`config.mk`:
```
export PLATFORM = sky130hd
export DESIGN_NAME = regfile_wr_arbiter
export DESIGN_NICKNAME = d
export VERILOG_FILES = /design/src/rtl/regfile_wr_arbiter.sv
export SDC_FILE = /design/constraint.sdc
export NUM_CORES = 1
export LEC_CHECK = 0
export ABC_AREA = 1
export BUFFER_PORTS_ARGS = -buffer_cell sky130_fd_sc_hd__buf_2
export CORE_MARGIN = 10
export CORE_UTILIZATION = 48
export DETAILED_ROUTE_END_ITERATION = 6
export GPL_TIMING_DRIVEN = 0
export HOLD_SLACK_MARGIN = 0.02
export PLACE_DENSITY = 0.93
export RECOVER_POWER = 50
export SLEW_MARGIN = 15
export SYNTH_ARGS = -nofsm -noshare
export SYNTH_HDL_FRONTEND = slang
export SYNTH_SLANG_ARGS = --single-unit
```
`constraint.sdc`:
```
create_clock -name clk -period 8 [get_ports clk]
set_clock_uncertainty 0.15 [all_clocks]
set_input_delay 0 -clock clk [delete_from_list [all_inputs] [get_ports clk]]
set_output_delay 0 -clock clk [all_outputs]
set_load 0.02 [all_outputs]
```
`src/rtl/regfile_wr_arbiter.sv`:
```
// -----------------------------------------------------------------------------
// regfile_wr_arbiter
//
// Shares the single register-file write port among NREQ writeback sources
// (ALU, load unit, multiplier, ...). Each source presents a write request with a
// valid/ready handshake. One source is granted per cycle, combinationally. The
// winning address/data is registered, and the regfile write port is driven one
// cycle later. Arbitration is either round-robin or fixed priority with aging.
// The aging rule stops a low-priority source from starving.
//
// Parameters
//   NREQ      number of requesters (2..8)
//   DW        write data width
//   AW        register address width
//   MAX_WAIT  aging threshold in cycles for fixed-priority mode (>=1)
//
// Ports
//   clk            rising-edge clock
//   reset          asynchronous, active-high reset
//   req_valid      per-requester write pending
//   req_addr       packed destination registers, slice i = [i*AW +: AW]
//   req_data       packed write data, slice i = [i*DW +: DW]
//   req_ready      one-hot grant (or zero), transfer when valid & ready
//   rr_mode        1 = round-robin, 0 = fixed priority with aging
//   hold           pipeline freeze, no grants while high
//   RegWrite       registered regfile write enable
//   WriteRegister  registered regfile write address
//   WriteData      registered regfile write data
//   grant_id       registered index of the source behind the current write
// -----------------------------------------------------------------------------
module regfile_wr_arbiter #(
    parameter int NREQ     = 4,
    parameter int DW       = 32,
    parameter int AW       = 5,
    parameter int MAX_WAIT = 3
) (
    input  logic               clk,
    input  logic               reset,
    input  logic [NREQ-1:0]    req_valid,
    input  logic [NREQ*AW-1:0] req_addr,
    input  logic [NREQ*DW-1:0] req_data,
    output logic [NREQ-1:0]    req_ready,
    input  logic               rr_mode,
    input  logic               hold,
    output logic               RegWrite,
    output logic [AW-1:0]      WriteRegister,
    output logic [DW-1:0]      WriteData,
    output logic [2:0]         grant_id
);

    localparam int PW = $clog2(NREQ);
    localparam int CW = $clog2(MAX_WAIT + 1);
    localparam logic [CW-1:0] WAIT_SAT = CW'(MAX_WAIT);
    localparam logic [PW-1:0] LAST_IDX = PW'(NREQ - 1);

    // Arbitration state
    logic [PW-1:0] ptr_q, ptr_d;
    logic [CW-1:0] waitCnt_q [NREQ];
    logic [CW-1:0] waitCnt_d [NREQ];

    // Registered write port
    logic          regWrite_q, regWrite_d;
    logic [AW-1:0] writeReg_q, writeReg_d;
    logic [DW-1:0] writeData_q, writeData_d;
    logic [2:0]    grantId_q, grantId_d;

    // Combinational grant decision
    logic          grantValid;
    logic [PW-1:0] grantIdx;
    logic [AW-1:0] winAddr;
    logic [DW-1:0] winData;

    // Winner selection. Round-robin is split into two lowest-index scans.
    // The first scan covers the indices at or above the pointer. The second
    // scan covers the wrapped-around part, so no modulo arithmetic is needed.
    // Fixed priority first serves any requester whose age has saturated,
    // then falls back to the lowest valid index.
    always_comb begin
        grantValid = 1'b0;
        grantIdx   = '0;
        if (!reset && !hold) begin
            if (rr_mode) begin
                for (int i = 0; i < NREQ; i++) begin
                    if (!grantValid && req_valid[i] && (PW'(i) >= ptr_q)) begin
                        grantValid = 1'b1;
                        grantIdx   = PW'(i);
                    end
                end
                for (int i = 0; i < NREQ; i++) begin
                    if (!grantValid && req_valid[i]) begin
                        grantValid = 1'b1;
                        grantIdx   = PW'(i);
                    end
                end
            end else begin
                for (int i = 0; i < NREQ; i++) begin
                    if (!grantValid && req_valid[i] && (waitCnt_q[i] == WAIT_SAT)) begin
                        grantValid = 1'b1;
                        grantIdx   = PW'(i);
                    end
                end
                for (int i = 0; i < NREQ; i++) begin
                    if (!grantValid && req_valid[i]) begin
                        grantValid = 1'b1;
                        grantIdx   = PW'(i);
                    end
                end
            end
        end
    end

    // One-hot ready and the winner's address/data mux
    always_comb begin
        req_ready = '0;
        winAddr   = '0;
        winData   = '0;
        for (int i = 0; i < NREQ; i++) begin
            if (grantValid && (grantIdx == PW'(i))) begin
                req_ready[i] = 1'b1;
                winAddr      = req_addr[i*AW +: AW];
                winData      = req_data[i*DW +: DW];
            end
        end
    end

    // Next-state logic for the pointer, the age counters and the write port.
    // A write to register 0 still completes the handshake. Only the enable
    // is suppressed, so the source is not left waiting forever.
    always_comb begin
        ptr_d       = ptr_q;
        regWrite_d  = 1'b0;
        writeReg_d  = writeReg_q;
        writeData_d = writeData_q;
        grantId_d   = grantId_q;
        for (int i = 0; i < NREQ; i++) begin
            waitCnt_d[i] = waitCnt_q[i];
        end

        if (grantValid) begin
            ptr_d       = (grantIdx == LAST_IDX) ? '0 : grantIdx + PW'(1);
            regWrite_d  = (winAddr != '0);
            writeReg_d  = winAddr;
            writeData_d = winData;
            grantId_d   = 3'(grantIdx);
        end

        if (!hold) begin
            for (int i = 0; i < NREQ; i++) begin
                if (!req_valid[i] || (grantValid && (grantIdx == PW'(i)))) begin
                    waitCnt_d[i] = '0;
                end else if (waitCnt_q[i] != WAIT_SAT) begin
                    waitCnt_d[i] = waitCnt_q[i] + CW'(1);
                end
            end
        end
    end

    // State registers. Reset clears the write enable immediately, so a write
    // that was in flight is dropped.
    always_ff @(posedge clk or posedge reset) begin
        if (reset) begin
            ptr_q       <= '0;
            regWrite_q  <= 1'b0;
            writeReg_q  <= '0;
            writeData_q <= '0;
            grantId_q   <= '0;
            for (int i = 0; i < NREQ; i++) begin
                waitCnt_q[i] <= '0;
            end
        end else begin
            ptr_q       <= ptr_d;
            regWrite_q  <= regWrite_d;
            writeReg_q  <= writeReg_d;
            writeData_q <= writeData_d;
            grantId_q   <= grantId_d;
            for (int i = 0; i < NREQ; i++) begin
                waitCnt_q[i] <= waitCnt_d[i];
            end
        end
    end

    assign RegWrite      = regWrite_q;
    assign WriteRegister = writeReg_q;
    assign WriteData     = writeData_q;
    assign grant_id      = grantId_q;

endmodule
```
==> results.md <==
- Post-synthesis adder-cell area fraction: 2.880%
- Post-synthesis compound-gate area fraction: 12.63%
- Worst-Skew Late Latency: 310 ps
- Post-DRT Antenna Nets: 0
- Post-Synth XOR/XNOR Area: 0%
- Port Buffer Count: 199
- Fin crit period: 4331 ps
- CTS HTree Levels: 2
- Die height: 105.1 µm
- Synth warnings: 0
- Peak VDD IR: 0.00007790 V
- Crit-path max FO: 10
- Root Buffer: clkbuf_8
- Clock sink count: 50
- Mux cell area share after synthesis: 0%
- # DRC: 2
- Peak Freq: 0.2309 GHz
- Drt via density: 5.819
- Post-CTS setup repair buffer count: 0
- Slew Limit Headroom: -22.61%
- Netlist cell types: 33
- Lkg Pwr: 0.002907 µW
- Avg WL per Cell: 19.74 µm
- Sequential area share after synthesis: ~36%
- Core region area: 6907 µm²
- CTS tree: yes
- Layout cells sized above 1: 28.96%
- Number of synthesized register bits: 50
- Initial Utilization: 50.33%
- Top post-synthesis cells by area: dfrtp_1, nand2_1, nand3_1
- Hold buffers post-CTS: 82
- Worst setup path class: reg -> reg
- Failing checks: design-rule violations, max-capacitance violations, max-slew violations
- Power per cell area: 153.3 nW/µm²
- Simple-Gate Fraction of Synth Area: 38.19%
- Setup ws final: 3669 ps
- Final Hold Vio Count: 0
- Async set-reset flop share out of synthesis: 100.0%
- Final setup viols: 0
- Gr usage total: between 20% and 30%
- Syn_area_per_cell: 7.137 µm²
- Die ar.: between 10000 and 15000 µm²
- Number of global-route vias before repair: 5377
- Initial antenna violation count: 3
- Crit share post-route: 54.13%
- Required @ worst endpoint: 8110 ps
- CP Data Arrival Time: ~4400 ps
- Final GP Congestion: 0.9500
- # Max-Cap Violations: 1
- Hpwl dp: about 12 mm
- Drt total wl: 17.31 mm
- Max Slew Vio Count: 34
- CTS buffer count: 5
- Cell taking the most area after synthesis: dfrtp_1
- RSZ-0062 raised after global routing: false
- Worst setup EP type: flop
- Yosys top cell area share: 36.00%
- Hold Path Class: in -> reg
- Die width: 105.1 µm
- Via Count: 5103
- Critical path launch point type: flop
- GRT Residual Overflow: 0
- Syn Nets: 651
- Layout area overhead: 57.92%
- Clock buffer depth: 2
- Post-synth EDFFs: 0
- Status: finished, violations left
- Post-cts sizing count: 0
- Dpl ws: between 4000 and 5000 ps
- Synthesized cell area: 3476 µm²
- Synth Instances: 487
- # IOs: 201
- NumNets Final: 940
- Ys flop type: dfrtp_1
- DRT Pass-1 Iters: 7
- Hold_ws: about 76 ps
- Core Util, Final: about four fifths
- Setup TNS: 0 ps
- Largest family of logic cells by synthesized area: simple AND/OR/NAND/NOR gates
- Largest net degree at the start of global routing: 34
- Measured slew at the worst slew-check pin: between 1500 and 2000 ps
- First-pass GRT wire length: 26.98 mm
- Initial DRC Count: 369
- Site Rows: 30
- Reg clk slew, reported paths: 100 ps
==> power breakdown <==
group | internal [µW] | switching (µW) | total, µW
clock | 70.3 | 93.1 | 163
combinational | 157 | 191 | 348
sequential | 299 | 30.7 | 330
total | 527 | 315 | 841
==> worst max-delay path, stage by stage, from the launching register on <==
cell,delay [ps]
dfrtp_1,420
ha_1,230
inv_1,90
o21ai_0,90
inv_1,90
nand3_1,90
nor2_1,130
a31oi_1,110
inv_1,70
nor2_1,30
nor2_1,250
ha_1,200
buf_2,210
clkinv_1,310
nor2_8,290
nand2_1,70
nand2_1,70
nand2_1,50
nand2_1,60
nand2_1,40
dlygate4sd3_1,580
nand3_1,100
dlygate4sd3_1,540
==> sequential cells by signal (all words and copies together), names as in the netlist <==
signal,cells
waitCnt_q,8
WriteData,32
RegWrite,1
ptr_q,2
WriteRegister,5
grant_id,2
==> layout by cell type (no fill, tap or decap), drive strengths merged, types with 2 or more instances in the layout <==
cell type	n
buf	203
nand2	161
nand3	95
dlygate4sd3	82
dfrtp	50
inv	41
clkbuf	34
o211ai	22
nor2	19
nand4	14
o21ai	13
a31oi	12
o22ai	11
ha	8
a21oi	5
diode	4
clkinv	2
==> synth_stat cells (3+ instances only) <==
library cell,count
a31oi_1,12
inv_2,4
nand4_1,13
buf_4,6
a21oi_1,3
o22ai_1,11
ha_1,8
dfrtp_1,50
nand2_1,157
o21ai_0,8
o211ai_1,22
inv_1,37
buf_6,6
o21ai_1,5
nor2_1,15
nand3_1,93
buf_2,13
clkbuf_1,3
==> through the flow <==
step / power (µW) / area (µm²) / cells
detailed placement: 602.4 / 4612 / 783
finish: 841.4 / 5489 / 877
global placement: 590.5 / 4592 / 782
global route: 884.2 / 5487 / 876
floorplan: 484.3 / 3476 / 487
CTS: 828.6 / 5524 / 873
==> cells by family after synthesis <==
kind of cell               count (synthesis)
AOI/OAI and AO/OA                         66
adders and majority gates                  8
buffers and inverters                     72
DFF                                       50
other                                      1
and+or+nand+nor                          290
==> worst paths after layout <==
path / from / end / slack (ps) / cells after the start
min in group asynchronous: reset / waitCnt_q[4]$_DFFE_PP0P_ / 260 / 3
hold reg to reg: waitCnt_q[7]$_DFFE_PP0P_ / waitCnt_q[7]$_DFFE_PP0P_ / 350 / 2
hold / removal: req_valid[2] / waitCnt_q[3]$_DFFE_PP0P_ / 80 / 5
max in group asynchronous: reset / WriteData[6]$_DFFE_PP0P_ / 5270 / 4
setup reg to reg: waitCnt_q[4]$_DFFE_PP0P_ / RegWrite$_DFF_PP0_ / 3670 / 22
setup / recovery: waitCnt_q[4]$_DFFE_PP0P_ / RegWrite$_DFF_PP0_ / 3670 / 22
==> per-layer routing <==
metal / vias up / part of all wire (%) / track usage (%)
met3: 125 / 11 / 9.214
met5: - / 0 / 0
met2: 435 / 49 / 52.09
met4: 0 / 7.2 / 19.61
met1: 2315 / 33 / 29.48
li1: 2228 / - / -
==> cell type report <==
cell class | instances | area [µm²]
flip-flops and latches | 50 | 1251
repair buffers | 282 | 1792
inverters | 42 | 157.7
plain buffers | 30 | 196.4
well taps | 96 | 120.1
diodes | 4 | 10.01
multi-input cells | 365 | 1871
fillers | 486 | 1418
clock buffers | 7 | 86.33
clock inverters | 1 | 5.005
Power figures use the tool's default switching activity.
